==> config.mk <==
export PLATFORM = sky130hd
export DESIGN_NAME = seven_segment_reader
export DESIGN_NICKNAME = d
export VERILOG_FILES = /design/src/rtl/seven_segment_reader.sv
export SDC_FILE = /design/constraint.sdc
export NUM_CORES = 1
export LEC_CHECK = 0
export ABC_AREA = 1
export CAP_MARGIN = 10
export CORE_ASPECT_RATIO = 0.75
export CORE_MARGIN = 2
export CORE_UTILIZATION = 32
export DETAILED_ROUTE_END_ITERATION = 10
export GPL_ROUTABILITY_DRIVEN = 0
export PLACE_DENSITY = 0.59
export SLEW_MARGIN = 20
export SYNTH_ARGS = -nofsm -noshare
export SYNTH_HDL_FRONTEND = slang
export SYNTH_SLANG_ARGS = --single-unit
==> constraint.sdc <==
create_clock -name CLK -period 2.5 [get_ports CLK]
set_input_delay 0.5 -clock CLK [delete_from_list [all_inputs] [get_ports CLK]]
set_output_delay 0.5 -clock CLK [all_outputs]
set_load 0.005 [all_outputs]
==> src/rtl/seven_segment_reader.sv <==
// Reads a scanned seven-segment bus back into BCD digits: each strobed pattern
// must hold steady before capture, and a full set of digits is published as one frame.
module seven_segment_reader #(
  parameter int NUM_DIGITS    = 4,
  parameter int STABLE_CYCLES = 4
) (
  input  logic                    CLK,
  input  logic                    RST,
  input  logic                    EN,
  input  logic [6:0]              SEG,
  input  logic [NUM_DIGITS-1:0]   DIG,
  output logic [4*NUM_DIGITS-1:0] VALUE,
  output logic [NUM_DIGITS-1:0]   BLANK,
  output logic                    ERR,
  output logic                    VALID
);

  localparam int CW = $clog2(STABLE_CYCLES + 1);
  localparam logic [CW-1:0] STABLE = CW'(STABLE_CYCLES);
  localparam int PW = NUM_DIGITS + 7;

  logic [PW-1:0]           prev_q;
  logic [CW-1:0]           cnt_q, cnt_next;
  logic [NUM_DIGITS-1:0]   mask_q, mask_next;
  logic [4*NUM_DIGITS-1:0] shadow_value_q, shadow_value_next;
  logic [NUM_DIGITS-1:0]   shadow_blank_q, shadow_blank_next;
  logic                    shadow_err_q, shadow_err_next;
  logic [3:0]              nib;
  logic                    pat_blank, pat_bad;
  logic                    capture, complete;

  always_comb begin
    nib       = 4'hE;
    pat_blank = 1'b0;
    pat_bad   = 1'b0;
    case (SEG)
      7'h3F: nib = 4'h0;
      7'h06: nib = 4'h1;
      7'h5B: nib = 4'h2;
      7'h4F: nib = 4'h3;
      7'h66: nib = 4'h4;
      7'h6D: nib = 4'h5;
      7'h7C: nib = 4'h6;
      7'h07: nib = 4'h7;
      7'h7F: nib = 4'h8;
      7'h67: nib = 4'h9;
      7'h00: begin
        nib       = 4'hF;
        pat_blank = 1'b1;
      end
      default: begin
        nib     = 4'hE;
        pat_bad = 1'b1;
      end
    endcase
  end

  always_comb begin
    if ({DIG, SEG} != prev_q)
      cnt_next = CW'(1);
    else if (cnt_q != STABLE)
      cnt_next = cnt_q + 1'b1;
    else
      cnt_next = cnt_q;

    // Capture only on the transition into saturation, so a held pattern is taken once.
    capture = EN && $onehot(DIG) && (cnt_next == STABLE) && (cnt_q != STABLE);

    shadow_value_next = shadow_value_q;
    shadow_blank_next = shadow_blank_q;
    for (int unsigned i = 0; i < NUM_DIGITS; i++) begin
      if (DIG[i]) begin
        shadow_value_next[4*i +: 4] = nib;
        shadow_blank_next[i]        = pat_blank;
      end
    end
    mask_next       = mask_q | DIG;
    shadow_err_next = shadow_err_q | pat_bad;
    complete        = capture && (&mask_next);
  end

  always_ff @(posedge CLK or posedge RST) begin
    if (RST) begin
      prev_q         <= '0;
      cnt_q          <= '0;
      mask_q         <= '0;
      shadow_value_q <= '0;
      shadow_blank_q <= '0;
      shadow_err_q   <= 1'b0;
      VALUE          <= '0;
      BLANK          <= '0;
      ERR            <= 1'b0;
      VALID          <= 1'b0;
    end else begin
      prev_q <= {DIG, SEG};
      VALID  <= 1'b0;
      if (!EN) begin
        cnt_q        <= '0;
        mask_q       <= '0;
        shadow_err_q <= 1'b0;
      end else begin
        cnt_q <= cnt_next;
        if (capture) begin
          shadow_value_q <= shadow_value_next;
          shadow_blank_q <= shadow_blank_next;
          if (complete) begin
            VALUE        <= shadow_value_next;
            BLANK        <= shadow_blank_next;
            ERR          <= shadow_err_next;
            VALID        <= 1'b1;
            mask_q       <= '0;
            shadow_err_q <= 1'b0;
          end else begin
            mask_q       <= mask_next;
            shadow_err_q <= shadow_err_next;
          end
        end
      end
    end
  end

endmodule
# Word level (Yosys, flattened, before mapping)
# Index checks and enable logic that the tools add are counted.
# op_classes
add_sub_neg	4
n_eq_ne	15
muxes	23
bitwise_logic	2
reduce_logical	9
# ops
operator	count
$eq 7x7->1 const B	7
$pmux 4 s11	1
$mux 4	7
$eq 7x3->1 const B	2
$mux 1	12
$ne 11x11->1	1
$reduce_or 11->1	1
$mux 3	3
$eq 7x6->1 const B	1
$logic_not 7->1	1
$add 1x1->2	2
$logic_and 1x1->1	4
$or 4x4->4	1
$reduce_and 4->1	1
$add 2x2->3	1
$add 3x1->3 const B	1
$eq 3x1->1 const B	1
$eq 3x3->1 const B	1
$ne 3x3->1 const B	1
$reduce_and 3->1	1
$ne 2x1->1 const B	1
$reduce_and 2->1	1
$or 1x1->1	1
# word_totals
ff_bits	61
in_bits	14
out_inout_bits	22
word_cells	63

# Logic depth before layout (Yosys ltp)
# Gate-level depths: netlist of run 1.
# logic_depth
word_depth	10
depth_mapped	15

# Least setup slack after synthesis of run 1
# No wires, ideal clock.
# synth_path
path_kind	in2reg
startpoint	input port DIG[3]
endpoint	register VALUE[11]
arrival_time_ns	2.678
required_ns	2.383
slack_ns	-0.295
stages	15
path_buffers	2
cell_sequence	buf_2 inv_1 fa_1 inv_1 ha_1 ha_1 nor2_1 nand4_1 nor2_1 nand4_4 clkinv_2 nand2_4 buf_6 nand2_1 nand2_1
# synth_via
elab_chain_len	8
word_cells_on_any_way	13
# synth_rtl
item	line_no	text
from (decl)	11	input logic [NUM_DIGITS-1:0] DIG,
$add 1x1->2 (not written as such)	67	capture = EN && $onehot(DIG) && (cnt_next == STABLE) && (cnt_q != STABLE);
$add 2x2->3 (not written as such)	67	
$eq 3x1->1	67	
$logic_and 1x1->1 (3 in a row)	67	
$logic_and 1x1->1	79	complete = capture && (&mask_next);
$reduce_and 3->1 (no source line) *	--	
to (signal assigned)	107	VALUE <= shadow_value_next;
to (decl)	12	output logic [4*NUM_DIGITS-1:0] VALUE,
# Mark *: on every way between the ends. The rest lies on a longest branch, timed or not.
# A chain may end at the register's enable or synchronous reset.

# Final worst setup path of run 1
# layout_path
startpoint	input port DIG[0]
endpoint	register VALUE[10]
# The elaborated chain is that of the path after synthesis.

==> results of run 1 <==
registers in the layout, indices dropped and copies added (netlist names):
register	count
shadow_blank_q	4
VALID	1
ERR	1
BLANK	4
prev_q	11
cnt_q	3
VALUE	16
shadow_value_q	16
mask_q	4
shadow_err_q	1
stage by stage:
step | std cells | setup TNS, ns | total power [mW]
6_report | 611 | 0 | 2.54
5_1_grt | 611 | -0.00342 | 2.65
4_1_cts | 610 | 0 | 2.57
3_5_place_dp | 588 | -26.20 | 1.21
3_3_place_gp | 588 | -23.83 | 1.21
2_1_floorplan | 413 | -1.66 | 1.14
worst register-to-register path, cell delays in order, from the launching register on:
cell	delay (ns)
dfrtp_1	0.34
inv_1	0.07
ha_1	0.20
nand2_1	0.10
xor2_1	0.33
nand4_4	0.22
buf_12	0.20
clkinv_16	0.07
nand2_8	0.09
nand2_1	0.09
nand2_1	0.05
metal layers:
metal	part of all wire [%]	track usage (%)
met4	1.7	5.46
met1	51	20.8
met2	42	22.4
met3	4.8	5.46
met5	0	0
final cells by class:
type | count | area (um^2) | area share (%)
timing repair buffer | 59 | 599 | 14.2
tap | 132 | 165 | 3.90
multi-input combinational | 295 | 1400 | 33.1
clock buffer | 12 | 256 | 6.06
sequential | 61 | 1530 | 36.1
clock inverter | 4 | 70.1 | 1.66
inverter | 48 | 214 | 5.05
placed cells by master, fill, tap and decap left out, types with 2 or more instances in the layout:
cell             synthesis  final
ha_1                     4      2
buf_4                    0     16
nor2_2                   1      2
clkinv_2                 2      2
nor2_1                  26     25
nand4_1                  4      4
xnor2_1                  3      3
nor2_4                   2      2
o21ai_0                 12     11
nand2_1                179    179
clkbuf_8                 0      2
clkdlybuf4s50_1          0     32
clkbuf_16                0     10
or2_2                   13     13
nor3_1                   3      3
a21oi_1                  2      2
nand3_1                 38     38
inv_1                   41     38
buf_12                   0      3
buf_8                    0      2
inv_2                    5      7
dfrtp_1                 61     61
nand2_8                  0      3
buf_6                    8      3
bufinv_16                0      2
kinds of logic after synthesis:
logic type | after synthesis | synth area share [%]
buffers and inverters | 59 | 9.07
flip-flops | 61 | 48.5
AND/OR/NAND/NOR | 270 | 36.9
AO/OA/AOI/OAI | 14 | 2.23
XOR/XNOR | 4 | 1.11
adder cells (fa/ha/maj) | 5 | 2.23
cells in the mapped netlist:
cell type	n
nand2_4	1
nand4_1	4
inv_1	41
nand4_4	1
o21ai_0	12
or2_2	13
inv_2	5
dfrtp_1	61
ha_1	4
nor2_1	26
nand3_2	1
a21oi_1	2
xor2_1	1
nand2_1	179
nor2_2	1
clkinv_2	2
clkbuf_1	2
nand3b_1	1
nor3_1	3
nand3_1	38
buf_6	8
buf_2	1
xnor2_1	3
fa_1	1
nor2_4	2
power by group through the flow:
stage	clock, mW	combinational, mW	sequential, mW
global route	1.44	0.214	1.00
CTS	1.38	0.189	1.00
global placement	0	0.186	1.02
floorplan	0	0.118	1.02
detailed placement	0	0.190	1.02
finish	1.35	0.188	1.00
path summary, 6_finish.rpt:
kind	depth (start not counted)	slack (ns)	end	startpoint
worst max-delay path	15	0.11	VALUE[10]	DIG[0]
worst min-delay path	2	0.47	shadow_value_q[11]	shadow_value_q[11]
worst max register to register	10	0.62	VALUE[10]	cnt_q[0]
worst min register to register	2	0.47	shadow_value_q[11]	shadow_value_q[11]
max in group asynchronous	3	1.67	VALUE[10]	RST
min in group asynchronous	3	0.55	prev_q[3]	RST
repair_timing:
item                                    in CTS  in global routing
resized for setup                           16                 14
endpoints found under the setup margin      47                 45
pin swaps                                    2                  4
cloned                                       1                  3
buffers inserted                             5                  0
==> impl_metrics.py, run 1 <==
metrics = {
    "pwr": {
        "p_comb_share_pct": 7.4,
        "powerDensity_nw_per_um2": 601,
        "seqPwrFrac_pct": 39.4,
        "power.internal_mw": 1.99,
        "irDropWorstVdd_uv": 521,
        "leakage_nw": 2.30,
        "power_frac_clock_pct": 53.2,
        "swShare_pct": 21.7,
        "p_sw_mw": 0.552,
    },
    "placement": {
        "portBuffers": 35,
        "placed_area_um2": 3750,
        "preCtsSetupSlack_ns": -0.626,
        "dp_hpwl_um": 5190,
    },
    "logic_synthesis": {
        "synth_cells": 413,
        "synth_top_cell_by_area": "dfrtp_1",
        "seq_area_frac_synth_pct": 48.5,
        "syn_area_per_cell_um2": 7.62,
        "yosysTopAreaCellShare_pct": 48.5,
        "ys_seq_elements": 61,
        "netlist_area_um2": 3150,
        "synthDistinctLibCells": 25,
        "synth_area_leaders": "dfrtp_1, nand2_1, nand3_1, inv_1, nor2_1",
        "syn-num-nets": 432,
        "synth-warning-count": 0,
    },
    "worst_setup_path": {
        "startpoint_type": "input pin",
        "max_stage_delay_ns": 0.53,
        "critical_path_buf_inv_count": 5,
        "critPathArrivalTime_ns": 2.61,
        "cpMostUsedCell": "nand2_1",
        "crit_chain": "buf_2 > inv_4 > fa_1 > inv_1 > ha_2 > ha_4 > nor2_1 > nand4_1 > nor2_2 > nand4_4 > buf_12 > clkinv_16 > nand2_8 > nand2_1 > nand2_1",
        "cp_top_family": "adder cells",
        "critPathRequiredTime_ns": 2.71,
        "crit_type": "input pin to flop",
        "cp_slowest_cell": "fa_1",
        "crit_path_end_kind": "flop",
        "cp_max_fo": 10,
    },
    "finish": {
        "drive_above_1_share_pct": 15.9,
        "fin_util_pct": 44.0,
        "fin_nets": 493,
        "diodes": 0,
        "n_fill_cell": 997,
        "syn2layout_area_growth_pct": 34.5,
        "finish.instance_area_um2": 4230,
    },
    "floorplan": {
        "initial_core_util_pct": 32.7,
        "die-area_um2": 10700,
        "dieWidth_um": 119,
        "ios": 36,
        "rows": 31,
        "core_area_um2": 9620,
        "die_h_um": 89.9,
    },
    "timing": {
        "clock.fmax_mhz": 418,
        "hold_violations": 0,
        "whs_ns": 0.468,
        "setup_ws_ns": 0.107,
        "finClkSkew_ns": 0.00718,
        "maxSlewHeadroom_pct": 64.3,
        "min_period_over_period_pct": 95.7,
        "slew_viol_final": 0,
        "tightest_slew_ns": 0.535,
        "setup_viol": 0,
        "finalWorstPathRequiredPeriod_ns": 2.39,
    },
    "clocking": {
        "clk_path_buf_depth": 2,
        "h-tree-depth": 3,
        "cts_inserted_buffers": 9,
        "clock_sinks": 61,
        "worstSkewPairLatency_ns": 0.33,
        "cts_tree": "yes",
        "cts-root-buf": "clkbuf_16",
        "cts_hold_buf": 0,
        "clk_pin_slew_ns": 0.05,
    },
    "grt": {
        "grt_max_degree": 62,
        "grt_pass1_vias": 2576,
        "grt.total_usage_pct": 15.3,
        "antenna_found_initial": 0,
        "grt-ovfl-total": 0,
        "grt_pass1_wl_um": 12700,
    },
    "detailed_routing": {
        "ant_nets": 0,
        "vias_per_cell": 4.45,
        "drt-initial-drc-count": 155,
        "routedWlPerCell_um": 12.9,
        "drt-pass1-iter-count": 4,
        "wirelength_um": 7890,
        "vias": 2719,
        "drc_errors": 0,
    },
    "worst_hold_path": {
        "hold_class": "flop to flop",
    },
    "status": {
        "status": "completed",
    },
    "job": {
        "maxCapViolations": 0,
    },
}
No activity file was read; power rests on OpenSTA's default activity.
==> inputs of run 2 (changes only) <==
CAP_MARGIN = not set   (was 10)
==> results of run 2 <==
Final layout, timing and power as in run 1 (identical DEF).
